**src/rtl/frequency_counter_multilevel.sv**
```systemverilog
// Multi-level period counter: measures INPUT_PERIODS cycles of an asynchronous
// square wave against clk_200M, back to back with no dead time, and quantises
// each window count into one of 2**OUTPUT_BITS symbols using runtime thresholds
// Tk = bin_base_i + k*bin_step_i. A lost input is reported by a timeout strobe.
//
// Strobe semantics: valid_o and timeout_o are single-cycle pulses with no
// back-pressure. valid_o marks the cycle in which sample_o/symbol_o take new
// values. timeout_o marks an abandoned window. The two are never high together.
`timescale 1ns/1ps
module frequency_counter_multilevel #(
  parameter int COUNT_WIDTH   = 16,
  parameter int OUTPUT_BITS   = 2,
  parameter int INPUT_PERIODS = 5,
  parameter int SYNC_STAGES   = 2,
  parameter int TIMEOUT       = 4095
) (
  input  logic                   clk_200M,
  input  logic                   reset_n_200M,
  input  logic                   input_frequency,
  input  logic                   enable_i,
  input  logic [COUNT_WIDTH-1:0] bin_base_i,
  input  logic [COUNT_WIDTH-1:0] bin_step_i,
  output logic [COUNT_WIDTH-1:0] sample_o,
  output logic [OUTPUT_BITS-1:0] symbol_o,
  output logic                   valid_o,
  output logic                   timeout_o,
  output logic [1:0]             fsm_state
);

  localparam int NUM_FREQUENCIES = 2 ** OUTPUT_BITS;
  localparam int EDGE_WIDTH      = $clog2(INPUT_PERIODS + 1);
  localparam int THR_WIDTH       = COUNT_WIDTH + OUTPUT_BITS;

  localparam logic [COUNT_WIDTH-1:0] TIMEOUT_VAL = COUNT_WIDTH'(TIMEOUT);
  localparam logic [EDGE_WIDTH-1:0]  LAST_EDGE   = EDGE_WIDTH'(INPUT_PERIODS - 1);

  typedef enum logic [1:0] {
    IDLE  = 2'd0,
    ARM   = 2'd1,
    COUNT = 2'd2
  } state_t;

  state_t state_q, state_d;

  logic [SYNC_STAGES-1:0] sync_q;
  logic                   hist_q;
  logic                   rise;

  logic [COUNT_WIDTH-1:0] counter_q, counter_d;
  logic [EDGE_WIDTH-1:0]  edges_q, edges_d;
  logic [COUNT_WIDTH-1:0] sample_d;
  logic [OUTPUT_BITS-1:0] symbol_d;
  logic                   valid_d, timeout_d;
  logic                   closing;

  logic [OUTPUT_BITS-1:0] sym_next;
  logic [THR_WIDTH-1:0]   thr;
  logic [THR_WIDTH-1:0]   ext_base, ext_step, ext_count;

  assign fsm_state = state_q;

  // Synchroniser chain plus history flop; the fixed depth delays every edge
  // equally, so window lengths are not biased.
  always_ff @(posedge clk_200M) begin
    if (!reset_n_200M) begin
      sync_q <= '0;
      hist_q <= 1'b0;
    end else begin
      sync_q <= {sync_q[SYNC_STAGES-2:0], input_frequency};
      hist_q <= sync_q[SYNC_STAGES-1];
    end
  end

  assign rise    = sync_q[SYNC_STAGES-1] & ~hist_q;
  assign closing = rise && (edges_q == LAST_EDGE);

  assign ext_base  = {{OUTPUT_BITS{1'b0}}, bin_base_i};
  assign ext_step  = {{OUTPUT_BITS{1'b0}}, bin_step_i};
  assign ext_count = {{OUTPUT_BITS{1'b0}}, counter_q};

  // Quantiser: symbol is the number of thresholds strictly above the count,
  // computed in a widened domain so large thresholds never wrap.
  always_comb begin
    sym_next = '0;
    thr      = '0;
    for (int k = 0; k < NUM_FREQUENCIES - 1; k++) begin
      thr = ext_base + THR_WIDTH'(k) * ext_step;
      if (ext_count < thr) sym_next = sym_next + OUTPUT_BITS'(1);
    end
  end

  // Next-state and datapath: a closing edge ends one window and opens the next.
  always_comb begin
    state_d   = state_q;
    counter_d = counter_q;
    edges_d   = edges_q;
    sample_d  = sample_o;
    symbol_d  = symbol_o;
    valid_d   = 1'b0;
    timeout_d = 1'b0;
    if (!enable_i) begin
      state_d   = IDLE;
      counter_d = '0;
      edges_d   = '0;
    end else begin
      case (state_q)
        IDLE: begin
          state_d   = ARM;
          counter_d = '0;
          edges_d   = '0;
        end
        ARM: begin
          if (rise) begin
            state_d   = COUNT;
            counter_d = COUNT_WIDTH'(1);
            edges_d   = '0;
          end
        end
        COUNT: begin
          if (closing) begin
            sample_d  = counter_q;
            symbol_d  = sym_next;
            valid_d   = 1'b1;
            counter_d = COUNT_WIDTH'(1);
            edges_d   = '0;
          end else if (counter_q == TIMEOUT_VAL) begin
            timeout_d = 1'b1;
            state_d   = ARM;
            counter_d = '0;
            edges_d   = '0;
          end else begin
            counter_d = counter_q + COUNT_WIDTH'(1);
            if (rise) edges_d = edges_q + EDGE_WIDTH'(1);
          end
        end
        default: begin
          state_d   = IDLE;
          counter_d = '0;
          edges_d   = '0;
        end
      endcase
    end
  end

  // State, counters and registered outputs.
  always_ff @(posedge clk_200M) begin
    if (!reset_n_200M) begin
      state_q   <= IDLE;
      counter_q <= '0;
      edges_q   <= '0;
      sample_o  <= '0;
      symbol_o  <= '0;
      valid_o   <= 1'b0;
      timeout_o <= 1'b0;
    end else begin
      state_q   <= state_d;
      counter_q <= counter_d;
      edges_q   <= edges_d;
      sample_o  <= sample_d;
      symbol_o  <= symbol_d;
      valid_o   <= valid_d;
      timeout_o <= timeout_d;
    end
  end

endmodule

```
**config.mk**
```make
export PLATFORM = sky130hd
export DESIGN_NAME = frequency_counter_multilevel
export DESIGN_NICKNAME = d
export VERILOG_FILES = /design/src/rtl/frequency_counter_multilevel.sv
export SDC_FILE = /design/constraint.sdc
export NUM_CORES = 1
export LEC_CHECK = 0
export CORE_MARGIN = 5
export CORE_UTILIZATION = 55
export CTS_CLUSTER_DIAMETER = 200
export DETAILED_ROUTE_END_ITERATION = 12
export PLACE_DENSITY = 0.88
export REMOVE_ABC_BUFFERS = 1
export SYNTH_ARGS = -nofsm -noshare
export SYNTH_HDL_FRONTEND = slang
export SYNTH_SLANG_ARGS = --single-unit
export TNS_END_PERCENT = 50
```
**constraint.sdc**
```tcl
create_clock -name clk_200M -period 9.75 [get_ports clk_200M]
set_input_delay 0.975 -clock clk_200M [delete_from_list [all_inputs] [get_ports clk_200M]]
set_output_delay 0.975 -clock clk_200M [all_outputs]
set_load 0.005 [all_outputs]
```
==> impl_summary.md <==
Synth
The sequential cell area fraction in the yosys report is 0.2063. The number of enable-type register cells in the synthesized netlist is 0. The number of unique standard cell types used by synthesis is 59. In this run the mean area of a mapped cell was 8.257 um^2. The flip-flop cell with the highest count after synthesis is dfxtp_1. The count of state elements after synthesis is 44. During synthesis, Yosys emitted a total of 0 warnings. The async set or reset register ratio after synthesis is 0.

The mapped netlist covers 0.004269 mm^2. The count of mapped cells out of synthesis is 517.

Placement
The final weighted congestion in routability-driven placement is 0.9346. The minimum setup slack after placement is 4091 ps. The half-perimeter wire length of the detailed placement result is 8140 um. During placement, the flow inserted port buffers numbering 57. The post-place instance area is 0.004933 mm^2.

Cells and area
The fraction of final layout cells sized beyond drive strength 1 is 0.04861. From synthesis to final layout, the design area changed by 18.17%. The layout has 641 filler cells.

The antenna diode count is 0. The top cell types in the final layout, fill and taps aside, are 85 x ha_1, 62 x nand2_1, 57 x clkdlybuf4s50_1. The number of nets at the end of the flow is 698.

The most common cell after layout, fill and taps aside is ha_1. The area of all placed cells without fillers is 0.005045 mm^2.

Outcome
The run finished with clean final reports.

Power
Of the total power, combinational logic draws 0.327. The share of total power dissipated in the clock network is 0.290. VDD sags by at most 0.00005642 V. Summed over all nets, the switching power comes to 143.3 uW. The power density over the cells is 94.04 mW/mm^2. Of the total power, registers draw 0.383. The switching share of total power is 0.3020.

The reported leakage power is 0.002261 uW. The internal power is 331.2 uW.

Route
The count of antenna-violating nets left after detailed routing is 0. In the routed design, unresolved DRC markers number 0. The average via count per standard cell is 5.745. The detailed router placed 3895 vias in this run. The routed wire length is 9753 um. After detailed routing, the average wire length per cell comes to 14.38 um. The first TritonRoute pass finished after 4 iterations. For this block, the initial DRC count from the detailed router was 125.

Timing
The number of failing setup endpoints in the final timing report is 0. The slew at the pin closest to its max-slew limit is 750.3 ps. The total negative slack for setup checks is 0 ps.

The highest clock rate is 0.1852 GHz. In the post-route analysis, the smallest setup slack over all paths is 4352 ps. Counting I/O delays and the setup requirement, the final critical path takes 5398 ps. Setup repair after global routing left no endpoint under its margin.

The total count of max-transition violations in the final report is 0. The final period utilization is 0.5537. The final count of hold timing violations came to 0.

Headroom to the max-slew limit came out at 0.4983. The final worst hold slack is 445.7 ps. The worst setup skew after layout is 5.385 ps.

CTS
The clock root buffer is clkbuf_8. CTS built an H-tree with a depth of 2. The number of hold buffers added after CTS is 0. The number of clock sinks seen by CTS is 44. Post-CTS timing repair inserted 0 buffers for setup.

The clock passes through at most 2 buffers. TritonCTS built the clock tree. The count of instances resized after the clock tree is built is 0. For the worst-skew pair, the clock arrives at the later sink with an insertion delay of 300 ps.

TritonCTS created 5 clock buffers. The clock edge transition at the registers on the reported setup and hold paths is 80 ps.

Floorplan
The number of primary I/O pins is 58. The number of core rows is 32. The area enclosed by the die boundary is 0.009624 mm^2. The initial standard-cell utilization of the core is 0.5582.

The die is 98.10 um tall. The placeable core area is 0.007647 mm^2. The die is 98.10 um wide.

GRT
Entering global routing, the biggest net connects 25 pins. The number of antenna violations at the first check in global routing is 0. The via count of the first global-routing pass was 3883.

For this run, the total global-route usage over all layers was measured as 0.2046. The wire length of the first global-routing pass is 16810 um. Summed over all layers, the global routing overflow is 0.

Worst setup path
Of all nets on the critical path, the largest fanout is 3. For the worst setup path, the data required time is 9980 ps. The slowest stage of the critical path belongs to the cell clkdlybuf4s50_1. The largest stage delay on the critical path is 430 ps.

The worst setup path is captured at a register. The path type of the worst setup path is primary input to register. STA puts the critical path data arrival time at 5630 ps.

STA classifies the critical path startpoint as a primary input. The critical path's most frequent cell is ha_1. Traced cell by cell, the critical path runs through clkdlybuf4s50_1 -> ha_1 -> fa_1 -> a21o_1 -> a21oi_1 -> nor2b_1 -> o21ai_2 -> a211oi_1 -> o311a_1 -> o21ai_1 -> nand2b_1 -> xnor2_1 -> ha_1 -> o21ai_0 -> nand2b_1 -> a21oi_1 -> a211oi_1 -> a21boi_0 -> a31oi_1 -> o21ai_1 -> o21a_1 -> ha_1 -> nand4b_1 -> o211ai_1.

Hold path
The path class of the tightest hold or removal check is register to register.

Job
The number of maximum-capacitance constraint violations is 0.
[worst max-delay path: cells and delay by family]
| family | cells | cell delay [ps] |
|---|---|---|
| AO/OA/AOI/OAI | 14 | 2490 |
| buffers and inverters | 1 | 430 |
| XOR/XNOR | 1 | 130 |
| AND/OR/NAND/NOR | 4 | 460 |
| adder cells (fa/ha/maj) | 4 | 1140 |
[power by group through the flow]
stage | Clock (uW) | Combinational (uW) | Sequential (uW)
floorplan | 0 | 108 | 186
global placement | 0 | 146 | 186
detailed placement | 0 | 154 | 186
CTS | 141 | 154 | 182
global route | 149 | 174 | 182
finish | 138 | 155 | 182
[logic make-up (layout without fill, tap and decap cells)]
group / after synthesis / count (layout) / synth area share
simple gates: 179 / 179 / 0.2090
compound gates: 134 / 134 / 0.2125
fa+ha+maj: 87 / 87 / 0.2585
flops: 44 / 44 / 0.2063
xor+xnor: 40 / 40 / 0.08206
buf+inv: 33 / 92 / 0.03165
[final timing paths]
path                              from                  endpoint  slack, ps  cells past startpoint
max reg2reg  counter_q[1]$_SDFFE_PN0P_  symbol_o[0]$_SDFFE_PN0P_       6940                     12
max                      bin_base_i[0]  symbol_o[0]$_SDFFE_PN0P_       4350                     24
min reg2reg       sync_q[0]$_SDFF_PN0_      sync_q[1]$_SDFF_PN0_        450                      1
min               sync_q[0]$_SDFF_PN0_      sync_q[1]$_SDFF_PN0_        450                      1
[state kept, by name, indices dropped and copies added, names as in the netlist]
| register | cells |
|---|---|
| sample_o | 16 |
| valid_o | 1 |
| counter_q | 16 |
| symbol_o | 2 |
| timeout_o | 1 |
| sync_q | 2 |
| edges_q | 3 |
| fsm_state | 2 |
| hist_q | 1 |
[synthesized netlist by cell type (all sizes together) (4+ instances only)]
master,number,area share
nor3,8,0.011
o31ai,4,0.010
xor2,20,0.041
nand3,20,0.023
o21a,6,0.011
a31oi,5,0.0088
nand2,63,0.056
and3,8,0.013
a21boi,17,0.030
a21oi,36,0.042
inv,27,0.024
xnor2,20,0.041
a211oi,4,0.0070
nor2b,4,0.0059
nand4,4,0.0073
a21o,21,0.037
clkbuf,4,0.0059
nand2b,12,0.018
o21ai,24,0.030
or2,6,0.0088
ha,85,0.25
dfxtp,44,0.21
and2,9,0.014
nor2,33,0.029
[stage by stage]
stage | power, uW | std cells | utilization
2_1_floorplan | 293.8 | 511 | -
3_3_place_gp | 331.8 | 670 | 0.6451
3_5_place_dp | 339.6 | 670 | 0.6451
4_1_cts | 477.0 | 678 | 0.6597
5_1_grt | 504.9 | 678 | 0.6597
6_report | 474.4 | 678 | 0.6597
[metal layers]
layer	part of all wire	wire, um	global-route usage	vias up
li1	-	-	-	1969
met5	0	0	0	-
met1	0.45	4363	0.2453	1806
met2	0.49	4792	0.3696	95
met3	0.036	351	0.02929	25
met4	0.025	245	0.07348	0
[final cells by class]
class / instances / area [um^2] / area share
Multi-Input combinational cell: 440 / 3253 / 0.6448
Inverter: 27 / 101.3 / 0.02009
Tap cell: 102 / 127.6 / 0.02530
Timing Repair Buffer: 57 / 570.5 / 0.1131
Sequential cell: 44 / 880.8 / 0.1746
Clock inverter: 3 / 42.54 / 0.008433
Clock buffer: 5 / 68.82 / 0.01364
(Power assumes the default switching activity.)
